--- src/rtl/merge_sequencer.sv ---
// Sequences merge16 batches into an in-order first-word-fall-through result FIFO; MERGE_SEQ_DROP_EMPTY_EN skips empty batches.
// Latency: accept to out_valid is MRG_LATENCY+1 cycles. Backpressure: in_ready reserves a FIFO slot per batch; unaccepted batches are dropped and counted.
module merge_sequencer #(
  parameter int MXADRBITS   = 11,
  parameter int MXCNTBITS   = 3,
  parameter int MRG_LATENCY = 1,
  parameter int FIFO_DEPTH  = 4
) (
  input  logic                   clock4x,
  input  logic                   reset,
  input  logic                   in_valid,
  output logic                   in_ready,
  input  logic [15:0]            in_vpfs,
  output logic [15:0]            mrg_vpfs,
  input  logic [8*MXADRBITS-1:0] mrg_adr,
  input  logic [8*MXCNTBITS-1:0] mrg_cnt,
  output logic                   out_valid,
  input  logic                   out_ready,
  output logic [8*MXADRBITS-1:0] out_adr,
  output logic [8*MXCNTBITS-1:0] out_cnt,
  output logic [3:0]             out_ncl,
  output logic                   out_trunc,
  output logic [15:0]            drop_cnt,
  output logic                   busy
);

  localparam int AW = (FIFO_DEPTH > 1) ? $clog2(FIFO_DEPTH) : 1;
  localparam int CW = AW + 1;

  logic [MRG_LATENCY-1:0] tag_vld_q;
  logic [4:0]             tag_pc_q [MRG_LATENCY];
  logic [CW-1:0]          fifo_count_q, fifo_count_d;
  logic [CW-1:0]          inflight_q, inflight_d;
  logic [AW-1:0]          wr_ptr_q, wr_ptr_d, rd_ptr_q, rd_ptr_d;
  logic [15:0]            drop_cnt_q, drop_cnt_d;

  logic [8*MXADRBITS-1:0] mem_adr_q   [FIFO_DEPTH];
  logic [8*MXCNTBITS-1:0] mem_cnt_q   [FIFO_DEPTH];
  logic [3:0]             mem_ncl_q   [FIFO_DEPTH];
  logic                   mem_trunc_q [FIFO_DEPTH];

  logic       accept, drop, push, pop, tag_exit;
  logic [4:0] exit_pc;
  logic [3:0] exit_ncl;
  logic [CW:0] occupancy;

  function automatic logic [4:0] popcnt16(input logic [15:0] v);
    logic [4:0] c;
    c = 5'd0;
    for (int i = 0; i < 16; i++) c = c + {4'd0, v[i]};
    return c;
  endfunction

  // Every accepted batch holds a slot from accept until pop, so the FIFO can never overflow.
  assign occupancy = {1'b0, fifo_count_q} + {1'b0, inflight_q};
  assign in_ready  = occupancy < (CW+1)'(FIFO_DEPTH);
  assign accept    = in_valid & in_ready & ~reset;
  assign drop      = in_valid & ~in_ready & ~reset;
  assign mrg_vpfs  = accept ? in_vpfs : 16'h0000;

  assign tag_exit = tag_vld_q[MRG_LATENCY-1];
  assign exit_pc  = tag_pc_q[MRG_LATENCY-1];
  assign exit_ncl = (exit_pc > 5'd8) ? 4'd8 : exit_pc[3:0];
`ifdef MERGE_SEQ_DROP_EMPTY_EN
  assign push = tag_exit & (exit_pc != 5'd0);
`else
  assign push = tag_exit;
`endif
  assign out_valid = fifo_count_q != '0;
  assign pop       = out_valid & out_ready;

  always_comb begin
    fifo_count_d = fifo_count_q + CW'(push) - CW'(pop);
    inflight_d   = inflight_q + CW'(accept) - CW'(tag_exit);
    wr_ptr_d     = wr_ptr_q + AW'(push);
    rd_ptr_d     = rd_ptr_q + AW'(pop);
    drop_cnt_d   = drop_cnt_q;
    if (drop && drop_cnt_q != 16'hFFFF) drop_cnt_d = drop_cnt_q + 16'd1;
  end

  always_ff @(posedge clock4x) begin
    if (reset) begin
      fifo_count_q <= '0;
      inflight_q   <= '0;
      wr_ptr_q     <= '0;
      rd_ptr_q     <= '0;
      drop_cnt_q   <= '0;
      tag_vld_q    <= '0;
      for (int i = 0; i < MRG_LATENCY; i++) tag_pc_q[i] <= '0;
    end else begin
      fifo_count_q <= fifo_count_d;
      inflight_q   <= inflight_d;
      wr_ptr_q     <= wr_ptr_d;
      rd_ptr_q     <= rd_ptr_d;
      drop_cnt_q   <= drop_cnt_d;
      tag_vld_q[0] <= accept;
      tag_pc_q[0]  <= popcnt16(in_vpfs);
      for (int i = 1; i < MRG_LATENCY; i++) begin
        tag_vld_q[i] <= tag_vld_q[i-1];
        tag_pc_q[i]  <= tag_pc_q[i-1];
      end
    end
  end

  // Storage is not reset; the output mux hides stale contents whenever the FIFO is empty.
  always_ff @(posedge clock4x) begin
    if (push) begin
      mem_adr_q[wr_ptr_q]   <= mrg_adr;
      mem_cnt_q[wr_ptr_q]   <= mrg_cnt;
      mem_ncl_q[wr_ptr_q]   <= exit_ncl;
      mem_trunc_q[wr_ptr_q] <= exit_pc > 5'd8;
    end
  end

  assign out_adr   = out_valid ? mem_adr_q[rd_ptr_q]   : '1;
  assign out_cnt   = out_valid ? mem_cnt_q[rd_ptr_q]   : '1;
  assign out_ncl   = out_valid ? mem_ncl_q[rd_ptr_q]   : 4'd0;
  assign out_trunc = out_valid ? mem_trunc_q[rd_ptr_q] : 1'b0;
  assign drop_cnt  = drop_cnt_q;
  assign busy      = (fifo_count_q != '0) || (inflight_q != '0);

endmodule

--- config.mk ---
export PLATFORM = sky130hd
export DESIGN_NAME = merge_sequencer
export DESIGN_NICKNAME = d
export VERILOG_FILES = /design/src/rtl/merge_sequencer.sv
export SDC_FILE = /design/constraint.sdc
export NUM_CORES = 1
export LEC_CHECK = 0
export BUFFER_PORTS_ARGS = -buffer_cell sky130_fd_sc_hd__buf_2
export CELL_PAD_IN_SITES_DETAIL_PLACEMENT = 0
export CELL_PAD_IN_SITES_GLOBAL_PLACEMENT = 1
export CORE_ASPECT_RATIO = 2
export CORE_MARGIN = 1.5
export CORE_UTILIZATION = 44
export DETAILED_ROUTE_END_ITERATION = 10
export PLACE_DENSITY_LB_ADDON = 0.1
export SYNTH_ARGS = -nofsm -noshare
export SYNTH_HDL_FRONTEND = slang
export SYNTH_SLANG_ARGS = --single-unit
--- constraint.sdc ---
create_clock -name clock4x -period 10 [get_ports clock4x]
set_clock_uncertainty 0.15 [all_clocks]
set_input_delay 1 -clock clock4x [delete_from_list [all_inputs] [get_ports clock4x]]
set_output_delay 1 -clock clock4x [all_outputs]
set_load 0.05 [all_outputs]
# Word level (Yosys, flattened, before mapping)
# Memories as Yosys holds them, arrays and structs flattened. A register that Yosys moved wholly into a read port is not among the register bits.
# Cells that the tools add are included.
dict set report word_totals {
  n_memories 5
  out_inout_bits 152
  ramBits 473
  register_bits 27
}
# memory words word_bits rd rd_ports_with_merged_regs write_ports line_no
set memory_table {}
lappend memory_table {mem_adr_q 4 88 1 1 1 37} ;# logic [8*MXADRBITS-1:0] mem_adr_q [FIFO_DEPTH];
lappend memory_table {mem_cnt_q 4 24 1 1 1 38} ;# logic [8*MXCNTBITS-1:0] mem_cnt_q [FIFO_DEPTH];
lappend memory_table {mem_ncl_q 4 4 1 1 1 39} ;# logic [3:0] mem_ncl_q [FIFO_DEPTH];
lappend memory_table {tag_pc_q 1 5 1 0 1 31} ;# logic [4:0] tag_pc_q [MRG_LATENCY];
lappend memory_table {mem_trunc_q 4 1 1 1 1 40} ;# logic mem_trunc_q [FIFO_DEPTH];
dict set report op_classes {
  n_mux 17
  n_reduce_logical 5
  n_eq_ne 1
  order_cmp 2
  bitwise 7
  n_addsub 23
}
# operator count
set ops {}
lappend ops {{88-bit two-way mux} 1}
lappend ops {{5-bit by 1-bit adder with 5-bit output} 11}
lappend ops {{24-bit two-way mux} 1}
lappend ops {{16-bit by 1-bit adder with 16-bit output (second input constant)} 1}
lappend ops {{16-bit two-way mux} 1}
lappend ops {{16-bit inequality test (second input constant)} 1}
lappend ops {{2-bit two-way mux} 4}
lappend ops {{4-bit two-way mux} 2}
lappend ops {{1-bit two-way mux} 7}
lappend ops {{3-bit by 1-bit adder with 3-bit output} 2}
lappend ops {{3-bit nonzero test} 2}
lappend ops {{3-bit by 1-bit subtractor with 3-bit output} 2}
lappend ops {{4-bit by 1-bit adder with 5-bit output} 1}
lappend ops {{1-bit bitwise AND} 5}
lappend ops {{5-bit by 4-bit greater-than comparator with 1-bit output (second input constant)} 1}
lappend ops {{5-bit two-way mux} 1}
lappend ops {{5-bit OR reduction} 1}
lappend ops {{2-bit by 1-bit adder with 2-bit output} 2}
lappend ops {{3-bit by 1-bit adder with 4-bit output} 1}
lappend ops {{3-bit by 3-bit adder with 4-bit output} 1}
lappend ops {{4-bit by 3-bit < comparator with 1-bit output (second input constant)} 1}
lappend ops {{2-bit by 1-bit adder with 3-bit output} 1}
lappend ops {{1-bit by 1-bit adder with 2-bit output} 1}
lappend ops {{1-bit inverter} 2}
lappend ops {{2 further kinds} 2}

# Longest topological paths before layout
# Gate-level depths: netlist of run 1.
dict set report logic_depth {
  word_depth 16
  depth_mapped 13
  mapped_depth_nobuf 13
}

# Least setup slack after synthesis of run 1
# Ideal clock, no wire load.
dict set report synth_timing {
  path_kind {register to register}
  startpoint {register tag_vld_q, in the netlist push}
  endpoint {memory mem_adr_q[2][0] (netlist name), enable pin}
  t_arrival_ns 8.903
  n_path_buf 0
  slack_ns 0.187
  required_ns 9.089
  stages_incl_launch_ff 3
  synth_period_minus_slack_ns 9.813
  cell_sequence {dfxtp_1 > inv_1 > nor3b_1}
}
dict set report synth_between {
  elab_chain_cells 2
}
# element line_no
set synth_lines {}
lappend synth_lines {{start: declaration} 30} ;# logic [MRG_LATENCY-1:0] tag_vld_q;
lappend synth_lines {{start signal: indexed assignment} 99} ;# tag_vld_q[i] <= tag_vld_q[i-1];
lappend synth_lines {{1-bit two-way mux} 107} ;# if (push) begin
lappend synth_lines {{1-bit two-way mux (implied by the code)} 108} ;# mem_adr_q[wr_ptr_q] <= mrg_adr;
lappend synth_lines {{end: declaration} 37}
# No other way between the ends.

==> results.json, run 1 <==
{
  "status": "finished clean",
  "synth.mux.area_fraction_pct": 13.6,
  "hold_viol": 0,
  "postCtsHoldBufs": 0,
  "drive_above_1_share_pct": 46.0,
  "r2r_slack_ns": 6.35,
  "synthXorXnorAreaFrac_pct": 0.355,
  "hold_class": "reg2reg",
  "cts.clk_slew.worst_paths_ns": 0.06,
  "layout_common_cells": "edfxtp_1, buf_2, mux4_2",
  "dp_hpwl_um": 25600,
  "cts_root_buffer": "clkbuf_16",
  "clk_path_buf_depth": 3,
  "dieArea_um2": 46300,
  "vias_per_cell": 5.34,
  "post_cts_buffers": 0,
  "power_density_nw_per_um2": 292,
  "critPathCaptureType": "output pin",
  "async_reset_ff_share_pct": 0,
  "fmax_mhz": 220,
  "synth_fa_ha_area_share_pct": 2.10,
  "ys.flop_type": "edfxtp_1",
  "finalPower_mw": 6.74,
  "fin_setup_tns_ns": 0,
  "antenna_found_initial": 16,
  "cts_max_level": 2,
  "die_h_um": 303,
  "start_kind": "register",
  "numCtsBuffers": 42,
  "layout_commonest_cell": "edfxtp_1",
  "rsz0062_at_grt": "false",
  "rows": 109,
  "yosysUniqueCellTypes": 47,
  "path_class": "reg2out",
  "synth-edff-count": 468,
  "ys_seq_elements": 500,
  "drv_slew": 0,
  "cts.sinks": 500,
  "critical_path_peak_fanout": 43,
  "drc": 0,
  "final_antenna_net_count": 0,
  "gr-total-overflow": 0,
  "cts_tree": "done",
  "first_pass_iters": 4,
  "globalplace.congestion": 0.781,
  "wl_per_cell_um": 22.2,
  "io_pins": 284,
  "fin_crit_sh_pct": 45.5,
  "synth_area_um2": 19800,
  "setup_viol": 0,
  "worst_pin_slew_ns": 1.12,
  "clkLatencyLatePin_ns": 0.53,
  "routed_wirelength_um": 41700,
  "synthSimpleGateAreaFrac_pct": 6.54,
  "yosysWarnings": 0,
  "grt_pass1_vias": 10645,
  "grt_use_total_pct": 18.2,
  "synth_top_family_by_area": "multiplexers",
  "synth_compound_area_share_pct": 1.17,
  "syn_to_final_growth_pct": 17.0,
  "grt_max_degree": 81,
  "hold_ws_ns": 0.369,
  "die_x_um": 153,
  "yosysSeqAreaShare_pct": 74.4,
  "drtIter0Drc": 501,
  "avgSynthCellArea_um2": 20.1,
  "max_cap_viol_count": 0,
  "ir_drop_uv": 161,
  "worst_slew_margin_rel_pct": 25.1,
  "cts_repair_resize_count": 0,
  "core_area_um2": 44200,
  "required_ns": 8.85,
  "fin_nets": 1435,
  "min_period_ns": 4.55,
  "leakagePower_nw": 7.90,
  "grt_pass1_wl_um": 63700,
  "io_buffers": 283,
  "num_vias": 10005,
  "syn_inst": 985,
  "synth.net_count": 1143,
  "initial_core_util_pct": 44.7,
  "cp.arrival_ns": 3.40
}
## critical path: stages (launching register included)
cell	delay [ns]
dfxtp_4	0.87
buf_4	0.79
mux4_2	0.61
or2_2	0.30
buf_2	0.22
## cell usage after synthesis, drive strengths merged (3+ instances only)
master	number	share of area (%)
edfxtp	468	71
o311ai	3	0.13
nand4	5	0.27
or4	6	0.23
nor2	15	0.29
o21ai	4	0.12
ha	14	0.89
clkbuf	27	0.51
nor4	6	0.22
or2	113	3.6
nand3	7	0.20
and3	20	0.63
and4	3	0.14
xor2	3	0.13
or3	3	0.095
o41ai	4	0.27
xnor2	5	0.22
nor2b	9	0.29
dfxtp	32	3.2
o31ai	6	0.23
and2	8	0.25
buf	22	0.60
nand2	8	0.15
a21oi	10	0.25
mux4	117	13
inv	41	0.78
fa	12	1.2
## per-layer routing
| metal | vias up | track usage, % | part of all wire (%) |
|---|---|---|---|
| met5 | - | 0 | 0.26 |
| met4 | 18 | 6.78 | 2.9 |
| met3 | 76 | 4.50 | 6.5 |
| met2 | 305 | 31.9 | 52 |
| met1 | 5122 | 21.7 | 38 |
| li1 | 4484 | - | - |
## report_power, final
group / switching, mW / internal (mW) / total (mW)
Clock: 0.706 / 0.873 / 1.58
Combinational: 1.82 / 0.803 / 2.62
Sequential: 0.0934 / 2.45 / 2.55
## flip-flops by register name (all words and copies together), names as in the netlist
name / cells
drop_cnt: 16
fifo_count_q: 3
inflight_q: 3
mem_adr_q: 352
mem_cnt_q: 96
mem_ncl_q: 16
mem_trunc_q: 4
push: 1
rd_ptr_q: 2
tag_pc_q: 5
wr_ptr_q: 2
## cell type report
cell class,count,area (µm²)
Multi-Input combinational cell,395,4710
Timing Repair Buffer,297,1520
Inverter,41,154
Antenna cell,9,22.5
Sequential cell,500,14700
Clock buffer,51,1120
Tap cell,555,694
Fill cell,3709,21100
Clock inverter,25,195
## worst paths after layout
check,depth (start not counted),endpoint,start
max,4,out_adr[50],rd_ptr_q[0]
max reg2reg,12,inflight_q[2],fifo_count_q[2]
min reg2reg,2,drop_cnt[1],drop_cnt[1]
min,2,drop_cnt[1],drop_cnt[1]
## per-stage QoR
step | area [µm²] | instances | setup slack (ns) | utilization [%]
after global routing | 23100 | 1871 | 5.10 | 52.3
after global placement | 21800 | 1788 | 5.64 | 49.3
after detailed placement | 21800 | 1788 | 5.61 | 49.3
final | 23100 | 1873 | 5.45 | 52.3
after floorplan | 19800 | 985 | 0.187 | -
after CTS | 23100 | 1864 | 5.24 | 52.3
## cells by family after synthesis
logic type,count (synthesis)
simple gates,209
flops,500
mux,121
compound gates,31
buf+inv,90
xor+xnor,8
fa+ha+maj,26
No activity file was read; power rests on OpenSTA's default activity.
==> inputs of run 2 (changes only) <==
- CORE_UTILIZATION: 44 -> 45
- clock period: 10 -> 4.49 ns (I/O delays scaled with it)
==> results.json, run 2 (synthesis results as in run 1) <==
{
  "status": "finished clean",
  "fin_area_um2": 24300,
  "hold_path_depth": 3,
  "drv_slew": 0,
  "netSwitchingPower_mw": 5.88,
  "r2r_end": "inflight_q[2]",
  "hold_ws_ns": 0.163,
  "fin_crit_sh_pct": 74.4,
  "grtUsageMet3_pct": 3.58,
  "grt_most_used_layer": "met2",
  "grt_pass1_wl_um": 65500,
  "hold_class": "in2reg",
  "grt_pass1_vias": 11577,
  "leakagePower_nw": 8.40,
  "dp_hpwl_um": 26200,
  "power_density_nw_per_um2": 622,
  "clk_path_buf_depth": 3,
  "reg2reg_from": "fifo_count_q[2]",
  "p_int_mw": 9.26,
  "cts_max_level": 2,
  "rsz0062_at_grt": "false",
  "post_cts_buffers": 0,
  "initial_core_util_pct": 45.5,
  "met2_usage_pct": 37.1,
  "r2r_cells": 13,
  "io_pins": 284,
  "cp-startpoint": "rd_ptr_q[0]",
  "die_x_um": 151,
  "comb_power_share_pct": 40.0,
  "largestRegisters": "mem_adr_q: 352 flops, mem_cnt_q: 96 flops",
  "clkLatencyLatePin_ns": 0.55,
  "worst_slew_margin_rel_pct": 33.5,
  "globalplace.congestion": 0.779,
  "setup_viol": 0,
  "start_kind": "register",
  "drtIter0Drc": 441,
  "cts.sinks": 500,
  "vias_per_cell": 5.28,
  "cts_root_buffer": "clkbuf_16",
  "grt_use_total_pct": 19.5,
  "required_ns": 3.89,
  "fin_setup_tns_ns": 0,
  "routed_wirelength_um": 42500,
  "ir_drop_uv": 588,
  "regMostFlops": "mem_adr_q",
  "first_pass_iters": 4,
  "cts.clk_slew.worst_paths_ns": 0.06,
  "io_buffers": 283,
  "drive_above_1_share_pct": 42.2,
  "layout_common_cells": "edfxtp_1, buf_2, mux4_2",
  "swShare_pct": 38.8,
  "drc": 0,
  "place_area_um2": 21900,
  "cts_tree": "done",
  "dp_cells": 1788,
  "hold_viol": 0,
  "hp-start": "in_vpfs[2]",
  "dieArea_um2": 45200,
  "max_cap_viol_count": 0,
  "min_period_ns": 3.34,
  "path_class": "reg2out",
  "grt_max_degree": 113,
  "num_vias": 10423,
  "core_area_um2": 43400,
  "globalRouteMet1Util_pct": 21.1,
  "critPathCaptureType": "output pin",
  "finalNonFillerCells": 1975,
  "largest_register_ffs": 352,
  "p_seq_share_pct": 37.1,
  "fmax_mhz": 299,
  "numCtsBuffers": 43,
  "p_clk_share_pct": 23.0,
  "critical_path_peak_fanout": 54,
  "r2r_slack_ns": 1.43,
  "rows": 108,
  "gr-total-overflow": 0,
  "cp.arrival_ns": 2.74,
  "syn_to_final_growth_pct": 23.3,
  "layout_commonest_cell": "edfxtp_1",
  "antenna_found_initial": 2,
  "final_antenna_net_count": 0,
  "die_h_um": 299,
  "fin_nets": 1553,
  "cts_repair_resize_count": 0,
  "wl_per_cell_um": 21.5,
  "hold_path_end": "tag_pc_q[0][0]",
  "worst_pin_slew_ns": 0.996,
  "postCtsHoldBufs": 112
}
[run 2: cell types whose count changed in the layout (fill, tap and decap cells not counted), moves of 2 or more]
cell           previous run  this run
clkinv_2                 11         4
bufinv_16                 3         1
buf_4                    14        10
dlygate4sd3_1             0       112
diode_2                   9         2
clkbuf_1                  7        10
clkbuf_16                43        45
buf_12                    0         9
[run 2: routing by layer]
layer / up-vias / wire length (µm)
li1: 4712 / -
met1: 5361 / 15200
met2: 284 / 23800
met3: 66 / 2170
met4: 0 / 1310
met5: - / 0
[run 2: area by class of cell]
cell class,count,area (µm²)
Antenna cell,2,5.00
Clock buffer,56,1180
Clock inverter,17,105
Fill cell,3430,19000
Inverter,41,154
Multi-Input combinational cell,395,4730
Sequential cell,500,14700
Tap cell,550,688
Timing Repair Buffer,414,2790
[run 2: critical path, cell delays in order (launching register included)]
cell and delay, ns:
dfxtp_4 0.62, buf_12 0.45, mux4_2 0.57, or2_2 0.30
buf_2 0.22
[run 2: power groups by stage]
stage / clock network, mW / logic, mW / registers, mW
2_1_floorplan: 0 / 4.66 / 5.67
3_3_place_gp: 0 / 6.08 / 5.70
3_5_place_dp: 0 / 6.10 / 5.72
4_1_cts: 3.58 / 6.20 / 5.62
5_1_grt: 3.72 / 6.47 / 5.65
6_report: 3.48 / 6.05 / 5.61
[run 2: how the worst max path moves through the flow]
stage and endpoint:
2_1_floorplan mem_adr_q[2][0], 3_3_place_gp tag_pc_q[0][3], 3_5_place_dp tag_pc_q[0][3], 4_1_cts out_adr[46]
5_1_grt out_adr[46], 6_report out_adr[46]
[run 2: through the flow]
stage	total power [mW]	util, %	worst slack (ns)
after CTS	15.4	56.1	1.04
after global routing	15.8	56.1	0.960
final	15.1	56.1	1.15
after floorplan	10.3	-	-1.18
after global placement	11.8	50.6	0.670
after detailed placement	11.8	50.6	0.664
==> inputs of run 3 (changes only) <==
- clock period: 4.49 -> 3.38 ns (I/O delays scaled with it)
==> results.json, run 3 (synthesis results as in run 1) <==
{
  "cts.sinks": 500,
  "fin_nets": 1557,
  "power_density_nw_per_um2": 832,
  "finalNonFillerCells": 1982,
  "ff_latch_area_um2": 14700,
  "layout_commonest_cell": "edfxtp_1",
  "reg2reg_from": "fifo_count_q[2]",
  "cp_num_buf_inv": 2,
  "cts_repair_resize_count": 0,
  "hold_path_depth": 3,
  "rsz0062_at_grt": "false",
  "final_util_pct": 56.5,
  "routed_wirelength_um": 41200,
  "largest_register_ffs": 352,
  "hold_ws_ns": 0.0225,
  "hold_class": "in2reg",
  "dp_cells": 1791,
  "critical-path-top-delay-family": "flip-flops",
  "io_buffers": 283,
  "hold_viol": 0,
  "rows": 108,
  "post-place-ws_ns": -0.260,
  "core_area_um2": 43400,
  "syn_to_final_growth_pct": 24.0,
  "drtIter0Drc": 499,
  "r2r_slack_ns": 0.54,
  "required_ns": 2.89,
  "globalplace.congestion": 0.771,
  "post_cts_buffers": 0,
  "drc": 0,
  "leakagePower_nw": 8.46,
  "grt_pass1_vias": 11471,
  "multi_input_area_um2": 4730,
  "crit_slowest_cell": "dfxtp_4",
  "fin_ws_ns": 0.293,
  "postCtsHoldBufs": 113,
  "cts_max_level": 2,
  "cp-startpoint": "rd_ptr_q[0]",
  "max_cap_viol_count": 0,
  "wl_per_cell_um": 20.8,
  "critical_path.cell_chain": "buf_12, mux4_2, or2_2, buf_2",
  "cts_tree": "done",
  "grt_pass1_wl_um": 63500,
  "status": "finished clean",
  "die_x_um": 151,
  "ir_drop_uv": 700,
  "fin_area_um2": 24500,
  "regMostFlops": "mem_adr_q",
  "fmax_mhz": 324,
  "setup_viol": 0,
  "place_area_um2": 22000,
  "vias_per_cell": 5.24,
  "path_class": "reg2out",
  "num_vias": 10395,
  "numCtsBuffers": 43,
  "fillers": 3452,
  "initial_core_util_pct": 45.5,
  "cts_root_buffer": "clkbuf_16",
  "cp.arrival_ns": 2.60,
  "clkLatencyLatePin_ns": 0.55,
  "first_pass_iters": 4,
  "dieArea_um2": 45200,
  "die_h_um": 299,
  "io_pins": 284,
  "clk_path_buf_depth": 3,
  "r2r_end": "inflight_q[2]",
  "drv_slew": 0,
  "path_depth": 4,
  "worst_pin_slew_ns": 0.945,
  "gr-total-overflow": 0,
  "crit_path_end": "out_adr[76]",
  "grt_max_degree": 113,
  "critPathCaptureType": "output pin",
  "dp_hpwl_um": 25100,
  "final_antenna_net_count": 0,
  "min_period_ns": 3.09,
  "start_kind": "register",
  "worst_slew_margin_rel_pct": 37.0,
  "grt_use_total_pct": 18.7,
  "antenna_found_initial": 2,
  "r2r_cells": 12,
  "cts.clk_slew.worst_paths_ns": 0.06,
  "layout_common_cells": "edfxtp_1, buf_2, mux4_2",
  "largestRegisters": "mem_adr_q: 352 flops, mem_cnt_q: 96 flops",
  "critical_path_peak_fanout": 27,
  "critical_path.max_stage_delay_ns": 0.67,
  "fin_crit_sh_pct": 91.3,
  "drive_above_1_share_pct": 42.8
}
run 3: per-layer routing:
layer | vias to the layer above | wire length (µm) | track usage, %
li1 | 4722 | - | -
met1 | 5334 | 15200 | 20.9
met5 | - | 11 | 0
met2 | 274 | 22700 | 35.3
met4 | 2 | 1150 | 6.03
met3 | 63 | 2090 | 3.26
run 3: area by class of cell:
type / instances / area share [%]
antenna: 1 / 0.0102
clock buffer: 57 / 4.82
clock inverter: 20 / 0.782
inverter: 41 / 0.628
multi-input combinational: 395 / 19.3
sequential: 500 / 60.0
tap: 550 / 2.81
timing repair buffer: 418 / 11.6
run 3: worst min path at each step:
stage	slack, ns	start	to
floorplan	0.29	mrg_adr[0]	mem_adr_q[0][0]
global placement	0.34	drop_cnt[1]	drop_cnt[1]
detailed placement	0.36	drop_cnt[0]	drop_cnt[0]
CTS	0.02	in_vpfs[2]	tag_pc_q[0][0]
global route	0.05	in_vpfs[2]	tag_pc_q[0][0]
finish	0.02	in_vpfs[2]	tag_pc_q[0][0]
run 3: through the flow:
stage          power [mW]  setup TNS (ns)
2_1_floorplan        13.7         -121.66
3_3_place_gp         15.7          -0.823
3_5_place_dp         15.7          -0.936
4_1_cts              20.7               0
5_1_grt              21.3               0
6_report             20.4               0
run 3: worst reg2reg max path: stages, from the launching register on:
cell and delay (ns):
dfxtp_1 0.38, ha_1 0.24, or3_1 0.40, nor2_1 0.15, and2_1 0.15, inv_1 0.04
ha_1 0.26, inv_1 0.04, ha_1 0.18, fa_1 0.38, xnor2_1 0.18, xnor2_1 0.13
nor2_1 0.05
run 3: report_power, final:
part,internal [mW],switching [mW],total (mW)
Combinational,2.58,5.50,8.08
Sequential,7.26,0.192,7.45
Clock,2.76,2.10,4.86
